[config.mk]
export PLATFORM = sky130hd
export DESIGN_NAME = sp_capture_ctrl_flat
export DESIGN_NICKNAME = d
export VERILOG_FILES = /design/src/rtl/sp_capture_pkg.sv /design/src/rtl/sp_capture_ctrl_if.sv /design/src/rtl/sp_strobe_edge.sv /design/src/rtl/sp_capture_ctrl.sv /design/src/flat_wrapper.sv
export SDC_FILE = /design/constraint.sdc
export NUM_CORES = 1
export LEC_CHECK = 0
export ABC_AREA = 1
export CORE_MARGIN = 1
export CORE_UTILIZATION = 49
export CTS_CLUSTER_SIZE = 8
export DETAILED_ROUTE_END_ITERATION = 16
export PLACE_DENSITY = 0.75
export SLEW_MARGIN = 20
export SYNTH_ARGS = -nofsm -noshare
export SYNTH_HDL_FRONTEND = slang
export SYNTH_SLANG_ARGS = --single-unit
[constraint.sdc]
create_clock -name clk -period 1.9 [get_ports clk]
set_input_delay 0.57 -clock clk [delete_from_list [all_inputs] [get_ports clk]]
set_output_delay 0.57 -clock clk [all_outputs]
set_load 0.05 [all_outputs]
[src/rtl/sp_capture_pkg.sv]
// Shared constants for the multi-channel spectrum capture controller:
// FSM encoding, capture modes and the channel-select width helper.
package sp_capture_pkg;

    localparam logic [1:0] ST_IDLE       = 2'd0;
    localparam logic [1:0] ST_WAIT_EMPTY = 2'd1;
    localparam logic [1:0] ST_FILL       = 2'd2;
    localparam logic [1:0] ST_DONE       = 2'd3;

    localparam logic MODE_FREERUN = 1'b0;
    localparam logic MODE_ONESHOT = 1'b1;

    // A single receiver still needs a 1-bit select port.
    function automatic int sel_width(input int n);
        return (n > 1) ? $clog2(n) : 1;
    endfunction

endpackage

[src/rtl/sp_capture_ctrl_if.sv]
// nWire strobe handshake and SP_fifo write-side signals between the
// receivers, the capture controller and the FIFO.
interface sp_capture_ctrl_if #(
    parameter int NUM_CH = 2
) ();
    logic [NUM_CH-1:0] spd_rdy;
    logic [NUM_CH-1:0] spd_ack;
    logic              fifo_wrempty;
    logic              fifo_wrfull;
    logic              write;

    modport master (
        input  spd_rdy,
        input  fifo_wrempty,
        input  fifo_wrfull,
        output spd_ack,
        output write
    );

    modport slave (
        output spd_rdy,
        output fifo_wrempty,
        output fifo_wrfull,
        input  spd_ack,
        input  write
    );
endinterface

[src/rtl/sp_strobe_edge.sv]
// One receiver's rdy -> ack stage; pulse marks the first clock of each rdy level.
module sp_strobe_edge (
    input  logic clk,
    input  logic reset,
    input  logic rdy_i,
    output logic ack_o,
    output logic pulse_o
);
    logic ack_q;
    logic pulse_q;

    // ack follows rdy one clock later; rising edge is rdy high while ack still low
    always_ff @(posedge clk) begin
        if (reset) begin
            ack_q   <= 1'b0;
            pulse_q <= 1'b0;
        end else begin
            ack_q   <= rdy_i;
            pulse_q <= rdy_i & ~ack_q;
        end
    end

    assign ack_o   = ack_q;
    assign pulse_o = pulse_q;
endmodule

[src/rtl/sp_capture_ctrl.sv]
// Selects one nWire receiver, decimates its strobes and writes one block of
// samples into SP_fifo per free-run refill or one-shot arm.
module sp_capture_ctrl
    import sp_capture_pkg::*;
#(
    parameter int NUM_CH = 2,
    parameter int CNT_W  = 12,
    parameter int DEC_W  = 4
) (
    input  logic                             clk,
    input  logic                             reset,
    sp_capture_ctrl_if.master                bus,
    input  logic [sel_width(NUM_CH)-1:0]     ch_sel,
    input  logic                             mode,
    input  logic                             arm,
    input  logic [CNT_W-1:0]                 block_len,
    input  logic [DEC_W-1:0]                 decim,
    output logic                             busy,
    output logic                             done,
    output logic                             short_blk
);
    localparam int SEL_W = sel_width(NUM_CH);

    logic [NUM_CH-1:0] ack_s;
    logic [NUM_CH-1:0] pulse_s;

    for (genvar g = 0; g < NUM_CH; g++) begin : g_edge
        sp_strobe_edge u_edge (
            .clk     (clk),
            .reset   (reset),
            .rdy_i   (bus.spd_rdy[g]),
            .ack_o   (ack_s[g]),
            .pulse_o (pulse_s[g])
        );
    end
    assign bus.spd_ack = ack_s;

    logic [1:0]       state_q,     state_d;
    logic [SEL_W-1:0] ch_sel_q,    ch_sel_d;
    logic [CNT_W-1:0] block_len_q, block_len_d;
    logic [DEC_W-1:0] decim_q,     decim_d;
    logic [CNT_W-1:0] samp_cnt_q,  samp_cnt_d;
    logic [DEC_W-1:0] dec_cnt_q,   dec_cnt_d;
    logic             write_q,     write_d;
    logic             busy_q,      busy_d;
    logic             done_q,      done_d;
    logic             short_q,     short_d;
    logic             sel_pulse_q;
    logic [CNT_W-1:0] samp_inc_s;

    // Wrap at CNT_W bits so block_len = 0 completes after 2**CNT_W writes.
    assign samp_inc_s = samp_cnt_q + {{(CNT_W-1){1'b0}}, 1'b1};

    // Next-state, latch and counter logic for the capture FSM
    always_comb begin
        state_d     = state_q;
        ch_sel_d    = ch_sel_q;
        block_len_d = block_len_q;
        decim_d     = decim_q;
        samp_cnt_d  = samp_cnt_q;
        dec_cnt_d   = dec_cnt_q;
        write_d     = 1'b0;
        short_d     = short_q;
        case (state_q)
            ST_IDLE: begin
                if ((mode == MODE_FREERUN) || arm) begin
                    state_d = ST_WAIT_EMPTY;
                end else begin
                    state_d = ST_IDLE;
                end
            end
            ST_WAIT_EMPTY: begin
                if (bus.fifo_wrempty) begin
                    ch_sel_d    = (32'(ch_sel) < NUM_CH) ? ch_sel : {SEL_W{1'b0}};
                    block_len_d = block_len;
                    decim_d     = decim;
                    samp_cnt_d  = {CNT_W{1'b0}};
                    dec_cnt_d   = {DEC_W{1'b0}};
                    state_d     = ST_FILL;
                end else begin
                    state_d = ST_WAIT_EMPTY;
                end
            end
            ST_FILL: begin
                if (bus.fifo_wrfull) begin
                    short_d = 1'b1;
                    state_d = ST_DONE;
                end else if (sel_pulse_q) begin
                    if (dec_cnt_q == decim_q) begin
                        write_d    = 1'b1;
                        dec_cnt_d  = {DEC_W{1'b0}};
                        samp_cnt_d = samp_inc_s;
                        if (samp_inc_s == block_len_q) begin
                            short_d = 1'b0;
                            state_d = ST_DONE;
                        end else begin
                            state_d = ST_FILL;
                        end
                    end else begin
                        dec_cnt_d = dec_cnt_q + {{(DEC_W-1){1'b0}}, 1'b1};
                    end
                end else begin
                    state_d = ST_FILL;
                end
            end
            ST_DONE: begin
                state_d = ST_IDLE;
            end
            default: begin
                state_d = ST_IDLE;
            end
        endcase
        busy_d = (state_d == ST_WAIT_EMPTY) || (state_d == ST_FILL);
        done_d = (state_d == ST_DONE);
    end

    // State, latched configuration, counters and registered outputs
    always_ff @(posedge clk) begin
        if (reset) begin
            state_q     <= ST_IDLE;
            ch_sel_q    <= {SEL_W{1'b0}};
            block_len_q <= {CNT_W{1'b0}};
            decim_q     <= {DEC_W{1'b0}};
            samp_cnt_q  <= {CNT_W{1'b0}};
            dec_cnt_q   <= {DEC_W{1'b0}};
            write_q     <= 1'b0;
            busy_q      <= 1'b0;
            done_q      <= 1'b0;
            short_q     <= 1'b0;
            sel_pulse_q <= 1'b0;
        end else begin
            state_q     <= state_d;
            ch_sel_q    <= ch_sel_d;
            block_len_q <= block_len_d;
            decim_q     <= decim_d;
            samp_cnt_q  <= samp_cnt_d;
            dec_cnt_q   <= dec_cnt_d;
            write_q     <= write_d;
            busy_q      <= busy_d;
            done_q      <= done_d;
            short_q     <= short_d;
            sel_pulse_q <= pulse_s[ch_sel_q];
        end
    end

    assign bus.write = write_q;
    assign busy      = busy_q;
    assign done      = done_q;
    assign short_blk = short_q;
endmodule
[src/flat_wrapper.sv]
// flat-port wrapper written by rule: the top's interface ports become plain ports
module sp_capture_ctrl_flat import sp_capture_pkg::*;
#(
    parameter int NUM_CH = 2,
    parameter int CNT_W  = 12,
    parameter int DEC_W  = 4
)
  (clk, reset, ch_sel, mode, arm, block_len, decim, busy, done, short_blk, bus_spd_rdy, bus_fifo_wrempty, bus_fifo_wrfull, bus_spd_ack, bus_write);
  sp_capture_ctrl_if #(.NUM_CH(NUM_CH)) bus_i ();
  input  logic clk;
  input  logic reset;
  input  logic [sel_width(NUM_CH)-1:0] ch_sel;
  input  logic mode;
  input  logic arm;
  input  logic [CNT_W-1:0] block_len;
  input  logic [DEC_W-1:0] decim;
  output logic busy;
  output logic done;
  output logic short_blk;
  input wire logic [$bits(bus_i.spd_rdy)-1:0] bus_spd_rdy;
  input wire logic [$bits(bus_i.fifo_wrempty)-1:0] bus_fifo_wrempty;
  input wire logic [$bits(bus_i.fifo_wrfull)-1:0] bus_fifo_wrfull;
  output wire logic [$bits(bus_i.spd_ack)-1:0] bus_spd_ack;
  output wire logic [$bits(bus_i.write)-1:0] bus_write;
  assign bus_i.spd_rdy = bus_spd_rdy;
  assign bus_i.fifo_wrempty = bus_fifo_wrempty;
  assign bus_i.fifo_wrfull = bus_fifo_wrfull;
  assign bus_spd_ack = bus_i.spd_ack;
  assign bus_write = bus_i.write;
  sp_capture_ctrl #(.NUM_CH(NUM_CH), .CNT_W(CNT_W), .DEC_W(DEC_W)) u_core (.clk(clk), .reset(reset), .bus(bus_i), .ch_sel(ch_sel), .mode(mode), .arm(arm), .block_len(block_len), .decim(decim), .busy(busy), .done(done), .short_blk(short_blk));
endmodule
* Yosys cells after proc, flatten, opt, wreduce, memory -nomap -nowiden
Cells that the tools add are included.
** Word-level totals
- Register bits after elaboration :: 44
- Input port bits :: 25
- Output and inout port bits :: 6
- Word-level logic and storage cells :: 73
** Cells by class
- Add/subtract/negate cells :: 2
- $lt $le $gt $ge :: 1
- Eq/ne operators :: 12
- Muxes and demuxes :: 24
- Bitwise logic cells :: 7
- Reductions and logical operators :: 12
** Operator list (number)
- two-way mux 12 bit :: 4
- case mux 12 bit (2 select lines) :: 1
- two-way mux 4 bit :: 4
- adder 12 x 1 -> 12 bit, second input constant :: 1
- equality test 12 bit :: 1
- two-way mux 1 bit :: 9
- equality test 2 bit, second input constant :: 4
- two-way mux 2 bit :: 4
- case mux 2 bit (4 select lines) :: 1
- case mux 4 bit (2 select lines) :: 1
- AND reduction 4 bit :: 2
- nonzero test 2 bit :: 4
- inverter 1 bit :: 5
- AND reduction 5 bit :: 1
- adder 4 x 1 -> 4 bit, second input constant :: 1
- equality test 2 x 1 -> 1 bit, second input constant :: 2
- equality test 4 bit :: 1
- != test 2 x 1 -> 1 bit, second input constant :: 2
- != test 2 bit, second input constant :: 2
- OR reduction 4 bit :: 1
- bitwise AND 1 bit :: 2
- zero test 2 bit :: 1
- logical OR 1 bit :: 2
- less-than comparator 1 x 2 -> 1 bit, second input constant :: 1
- AND reduction 2 bit :: 1

* Longest topological paths before layout
- Depth in word-level cells :: 9
- Mapped depth :: 17
- Gate-level depth less buffers :: 17

* Modules after synthesis
Synthesis repeated with hierarchy kept, for this count alone.
** Unflattened totals
- Cells, all modules :: 325
- Area, all modules :: 2169.6 µm²
** By module, submodules not included
- sp_capture_ctrl :: instances 1, cells an instance 313, area each 2049.5 µm², seq. area each 800.8 µm²
- sp_strobe_edge :: instances 2, cells an instance 6, area each 60.1 µm², seq. area each 40.0 µm²

* Worst setup path after synthesis
Ideal clock, no wire load.
- Path kind :: register to register
- Start :: register u_core.samp_cnt_q[0]
- End :: register u_core.busy_q (netlist: u_core.busy)
- Setup time :: 0.129 ns
- Arrival time :: 1.775 ns
- Required time :: 1.771 ns
- Slack :: -0.004 ns
- Cell stages (with the launch flop) :: 17
- Buffers on the path :: 0
- Clock period less this slack :: 1.904 ns
- Cell sequence :: dfxtp_1 > ha_1 > nand3_2 > nor2_4 > nand2_2 > nand2_2 > nand2_1 > nand2_1 > nand2_1 > nor2_2 > nand3_2 > nand2_2 > nand2_2 > inv_1 > ha_1 > inv_1 > nor2_1
** Between the ends
- Word-level cells in the longest chain between the ends :: 9
- Elaborated cells on any way between the ends :: 10
- Those cells by class :: add/sub (1); eq/ne (3); mux (5); reduce/logical (1)
** RTL lines
- from (decl) :: line sp_capture_ctrl.sv:42 : logic [CNT_W-1:0] samp_cnt_q, samp_cnt_d;
- from (signal assigned) :: line sp_capture_ctrl.sv:124 : samp_cnt_q <= {CNT_W{1'b0}};
- from (signal assigned) :: line sp_capture_ctrl.sv:136 : samp_cnt_q <= samp_cnt_d;
- adder 12 x 1 -> 12 bit (*) :: line sp_capture_ctrl.sv:52 : assign samp_inc_s = samp_cnt_q + {{(CNT_W-1){1'b0}}, 1'b1};
- equality test 12 bit (*) :: line sp_capture_ctrl.sv:93 : if (samp_inc_s == block_len_q) begin
- two-way mux 1 bit (*) :: line sp_capture_ctrl.sv:93
- two-way mux 2 bit (*) :: line sp_capture_ctrl.sv:89 : if (dec_cnt_q == decim_q) begin
- two-way mux 2 bit (*) :: line sp_capture_ctrl.sv:88 : end else if (sel_pulse_q) begin
- two-way mux 2 bit (*) :: line sp_capture_ctrl.sv:85 : if (bus.fifo_wrfull) begin
- case mux 2 bit (4 select lines) (*) :: line sp_capture_ctrl.sv:64 : case (state_q)
- named net u_core.state_d[0] :: line sp_capture_ctrl.sv:38 : logic [1:0] state_q, state_d;
- equality test 2 x 1 -> 1 bit / equality test 2 bit (equally long branches) :: line sp_capture_ctrl.sv:113 : busy_d = (state_d == ST_WAIT_EMPTY) || (state_d == ST_FILL);
- logical OR 1 bit (*) :: line sp_capture_ctrl.sv:113
- named net u_core.busy_d :: line sp_capture_ctrl.sv:45 : logic busy_q, busy_d;
- to (signal assigned) :: line sp_capture_ctrl.sv:139 : busy_q <= busy_d;
- to (decl) :: line sp_capture_ctrl.sv:45
Mark *: on every way through the listed nets, which the timed path passes. The rest lies on a longest branch.
A chain may end at the register's enable or synchronous reset.

* Final worst setup path
Ends and elaborated chain as after synthesis.

==> impl_metrics.py <==
metrics = {
    "clock_tree": {
        "hold_buffers": 0,
        "htreeDepth": 2,
        "clk_path_buf_depth": 2,
        "clock_transition_time_at_the_flip_flop_clock_pins_of_the_worst_setup_and_hold_paths_ns": 0.08,
        "insertion_delay_ns": 0.30,
        "ctsRootBufferMaster": "sky130_fd_sc_hd__clkbuf_8",
        "cts_tree": "done",
        "tritoncts.num_buffers": 5,
        "numClockSinks": 44,
    },
    "timing": {
        "grt_setup_unrepaired": "yes",
        "period_minus_slack_ns": 1.883,
        "finalHoldViolations": 0,
        "final.setup_skew_ns": 0.008987,
        "post-route-period-util_pct": 99.11,
        "fmax_mhz": 531.1,
        "setup_violations": 0,
        "drv_slew": 0,
        "timing.hold.ws_ns": 0.4262,
        "timing.setup.tns_ns": 0,
        "timing.max_slew.rel_slack_pct": 77.82,
        "tightest_slew_ns": 0.3302,
    },
    "worst_setup_path": {
        "worst_ep_arrival_time_ns": 2.08,
        "worstSetupEndpoint": "u_core.busy",
        "timing.critical_path.cells": "buf_6, inv_2, nor2_4, buf_12, nand2_2, nand2_2, nand2_1, nand2_1, nand3_2, nor2_2, nand3_2, nand2_2, nand2_2, inv_2, ha_4, inv_2, nor2_1",
        "startpoint_type": "register",
        "r2r.worst_path.cells": 17,
        "cpMaxStageDelayCell": "sky130_fd_sc_hd__dfxtp_2",
        "critical-path-max-stage-delay_ns": 0.37,
        "critPathLaunch": "u_core.samp_cnt_q[0]",
        "worstSetupEndpointType": "register",
        "critical_path.reg2reg.endpoint": "u_core.busy",
        "ff2ff_setup_slack_ns": 0.02,
        "r2r-start": "u_core.samp_cnt_q[0]",
        "crit_fanout": 6,
        "crit_path_frequent_cell": "sky130_fd_sc_hd__nand2_2",
        "path_class": "reg -> reg",
        "critPathRequiredTime_ns": 2.10,
    },
    "global_routing": {
        "gr-usage-all-layers_pct": 22.24,
        "grt_first_pass_wirelength_um": 8687,
        "antenna_found_initial": 0,
        "maximum_number_of_pins_on_one_net_before_global_route_repair": 23,
        "first_global_vias": 2072,
        "overflow": 0,
    },
    "floorplan": {
        "core_area_sq_um": 4414,
        "io_pins": 31,
        "die_outline_area_sq_um": 4927,
        "std_cell_rows": 24,
        "die_height_um": 70.19,
        "initial_utilization_pct": 51.62,
        "die_w_um": 70.19,
    },
    "logic_synthesis": {
        "yosys-top-cells-area": "sky130_fd_sc_hd__dfxtp_1 39%, sky130_fd_sc_hd__nand2_1 14%, sky130_fd_sc_hd__inv_1 7.1%",
        "syn_inst": 330,
        "synth_enable_flop_cells": 0,
        "yosys.area.top_type_share_pct": 38.66,
        "synth_seq_area_share_pct": 38.66,
        "synth.yosys.warnings": 0,
        "synth_area_leader_cell": "sky130_fd_sc_hd__dfxtp_1",
        "asyncSetResetFlopFracSynth_pct": 0,
        "mappedNetlistNets": 358,
        "synthFlopType": "sky130_fd_sc_hd__dfxtp_1",
        "post_synth_num_cell_types": 29,
        "yosys_register_bits": 44,
        "synthesized_area_per_cell_sq_um": 6.904,
        "syn_area_sq_um": 2278,
    },
    "place": {
        "finalWeightedCongestion": 0.8659,
        "placed_area_sq_um": 2790,
        "post-place-cells": 425,
        "place_hpwl_um": 3663,
        "portBuffers": 30,
    },
    "outcome": {
        "status": "finished, final reports clean",
    },
    "route": {
        "postRouteAntennaNets": 0,
        "firstDrtPassIters": 4,
        "postRouteWirelength_um": 4872,
        "detail_route.wl_per_cell_um": 11.20,
        "post-route-drc-count": 0,
        "route.vias.total": 2176,
        "initialDrtViolationCount": 121,
        "vias_per_cell": 5.002,
    },
    "final_layout": {
        "filler_cell_count": 386,
        "layout-area-overhead-vs-synth_pct": 30.15,
        "share_of_final_layout_standard_cells_stronger_than_drive_strength_1_pct": 23.24,
        "final_cell_area_sq_um": 2965,
        "antennaDiodeCount": 0,
        "final_cell_count_no_fill": 435,
        "fin_nets": 410,
    },
    "min_path": {
        "hp-class": "reg -> reg",
    },
    "power": {
        "vdd_drop_max_uv": 537.3,
        "report.power.total_w": 0.002046,
        "power_density_nw_per_um2": 690.0,
        "p_leak_nw": 1.235,
    },
    "flow_run": {
        "cap_viol_max_count": 0,
    },
}
## worst max-delay path, delay by kind of cell (launching register included)
kind	cells	cell delay, ns
buf+inv	5	0.39
simple gates	11	0.84
fa+ha+maj	1	0.19
flops	1	0.37
## cells by family (layout without fill, tap and decap cells)
| family | Yosys count | count (layout) | share of synthesized area [%] |
|---|---|---|---|
| and+or+nand+nor | 162 | 162 | 33.99 |
| AOI/OAI and AO/OA | 61 | 61 | 14.94 |
| buffers and inverters | 59 | 112 | 10.38 |
| DFF | 44 | 44 | 38.66 |
| adders and majority gates | 3 | 3 | 1.648 |
| xor gates and xnor gates | 1 | 1 | 0.3845 |
## what timing repair did
| action | in CTS | in global routing |
|---|---|---|
| pin swaps | 13 | 11 |
| resized for setup | 16 | 5 |
| endpoints found under the setup margin | 2 | 3 |
| setup buffers | 2 | 0 |
## cell usage in the layout (no fill, tap or decap), drive strengths merged, types with 4 or more instances in the layout
master | synthesis | layout
o21ai | 22 | 22
dfxtp | 44 | 44
nor3 | 4 | 4
buf | 3 | 31
a21oi | 31 | 31
nand3 | 28 | 28
clkbuf | 7 | 5
inv | 49 | 49
nand3b | 4 | 4
clkdlybuf4s50 | 0 | 24
nor2 | 27 | 27
nand2 | 96 | 96
## layer usage
| metal | routed length (um) | track usage, % |
|---|---|---|
| met1 | 2170 | 25.27 |
| met5 | 0 | 0 |
| met4 | 68 | 7.333 |
| met2 | 2495 | 41.24 |
| met3 | 138 | 4.329 |
## power breakdown
part	internal [W]	leakage (nW)	switching, W
Sequential	0.000983	0.362	0.0000420
Combinational	0.000192	0.825	0.000246
Clock	0.000256	0.0479	0.000326
Total	0.00143	1.23	0.000615
## state kept, by name, summed over array words and instances (netlist names)
| signal | count |
|---|---|
| u_core.ch_sel_q | 1 |
| u_core.decim_q | 4 |
| u_core.block_len_q | 12 |
| u_core.state_q | 2 |
| u_core.g_edge.u_edge.ack_o | 2 |
| u_core.bus.write | 1 |
| u_core.dec_cnt_q | 4 |
| u_core.busy | 1 |
| u_core.g_edge.u_edge.pulse_o | 2 |
| u_core.short_blk | 1 |
| u_core.done | 1 |
| u_core.samp_cnt_q | 12 |
| u_core.sel_pulse_q | 1 |
## through the flow
step	util [%]	setup slack (ns)
final	67.18	0.01700
after global routing	67.18	-0.09698
after CTS	66.95	-0.03804
after detailed placement	63.21	-0.1037
after floorplan	-	0.05702
after global placement	63.21	-0.1401
## cells in the mapped netlist, types with 6 or more instances
master	n
sky130_fd_sc_hd__nand3_1	25
sky130_fd_sc_hd__nand2_2	7
sky130_fd_sc_hd__o21ai_0	20
sky130_fd_sc_hd__nand2_1	88
sky130_fd_sc_hd__dfxtp_1	44
sky130_fd_sc_hd__inv_1	43
sky130_fd_sc_hd__clkbuf_1	7
sky130_fd_sc_hd__inv_2	6
sky130_fd_sc_hd__nor2_1	17
sky130_fd_sc_hd__a21oi_1	31
sky130_fd_sc_hd__nor2_2	6
## final cells by class
type	instances	area (sq um)	area share, %
Tap cell	52	65.06	2.194
Timing Repair Buffer	55	518.0	17.47
Multi-Input combinational cell	227	1224	41.27
Sequential cell	44	887.1	29.92
Clock inverter	3	18.77	0.6329
Inverter	49	183.9	6.203
Clock buffer	5	68.82	2.321
## worst min-delay path by stage
stage / startpoint / end / slack [ns] / cells past startpoint
detailed placement: u_core.g_edge[0].u_edge.ack_o / u_core.g_edge[0].u_edge.pulse_o / 0.41 / 1
global route: u_core.g_edge[1].u_edge.ack_o / u_core.g_edge[1].u_edge.pulse_o / 0.45 / 1
finish: u_core.g_edge[0].u_edge.ack_o / u_core.g_edge[0].u_edge.pulse_o / 0.43 / 1
CTS: u_core.g_edge[0].u_edge.ack_o / u_core.g_edge[0].u_edge.pulse_o / 0.43 / 1
floorplan: u_core.g_edge[0].u_edge.ack_o / u_core.g_edge[0].u_edge.pulse_o / 0.40 / 1
global placement: u_core.g_edge[1].u_edge.ack_o / u_core.g_edge[1].u_edge.pulse_o / 0.42 / 1
Note: power is estimated with default switching activity, not from simulation.
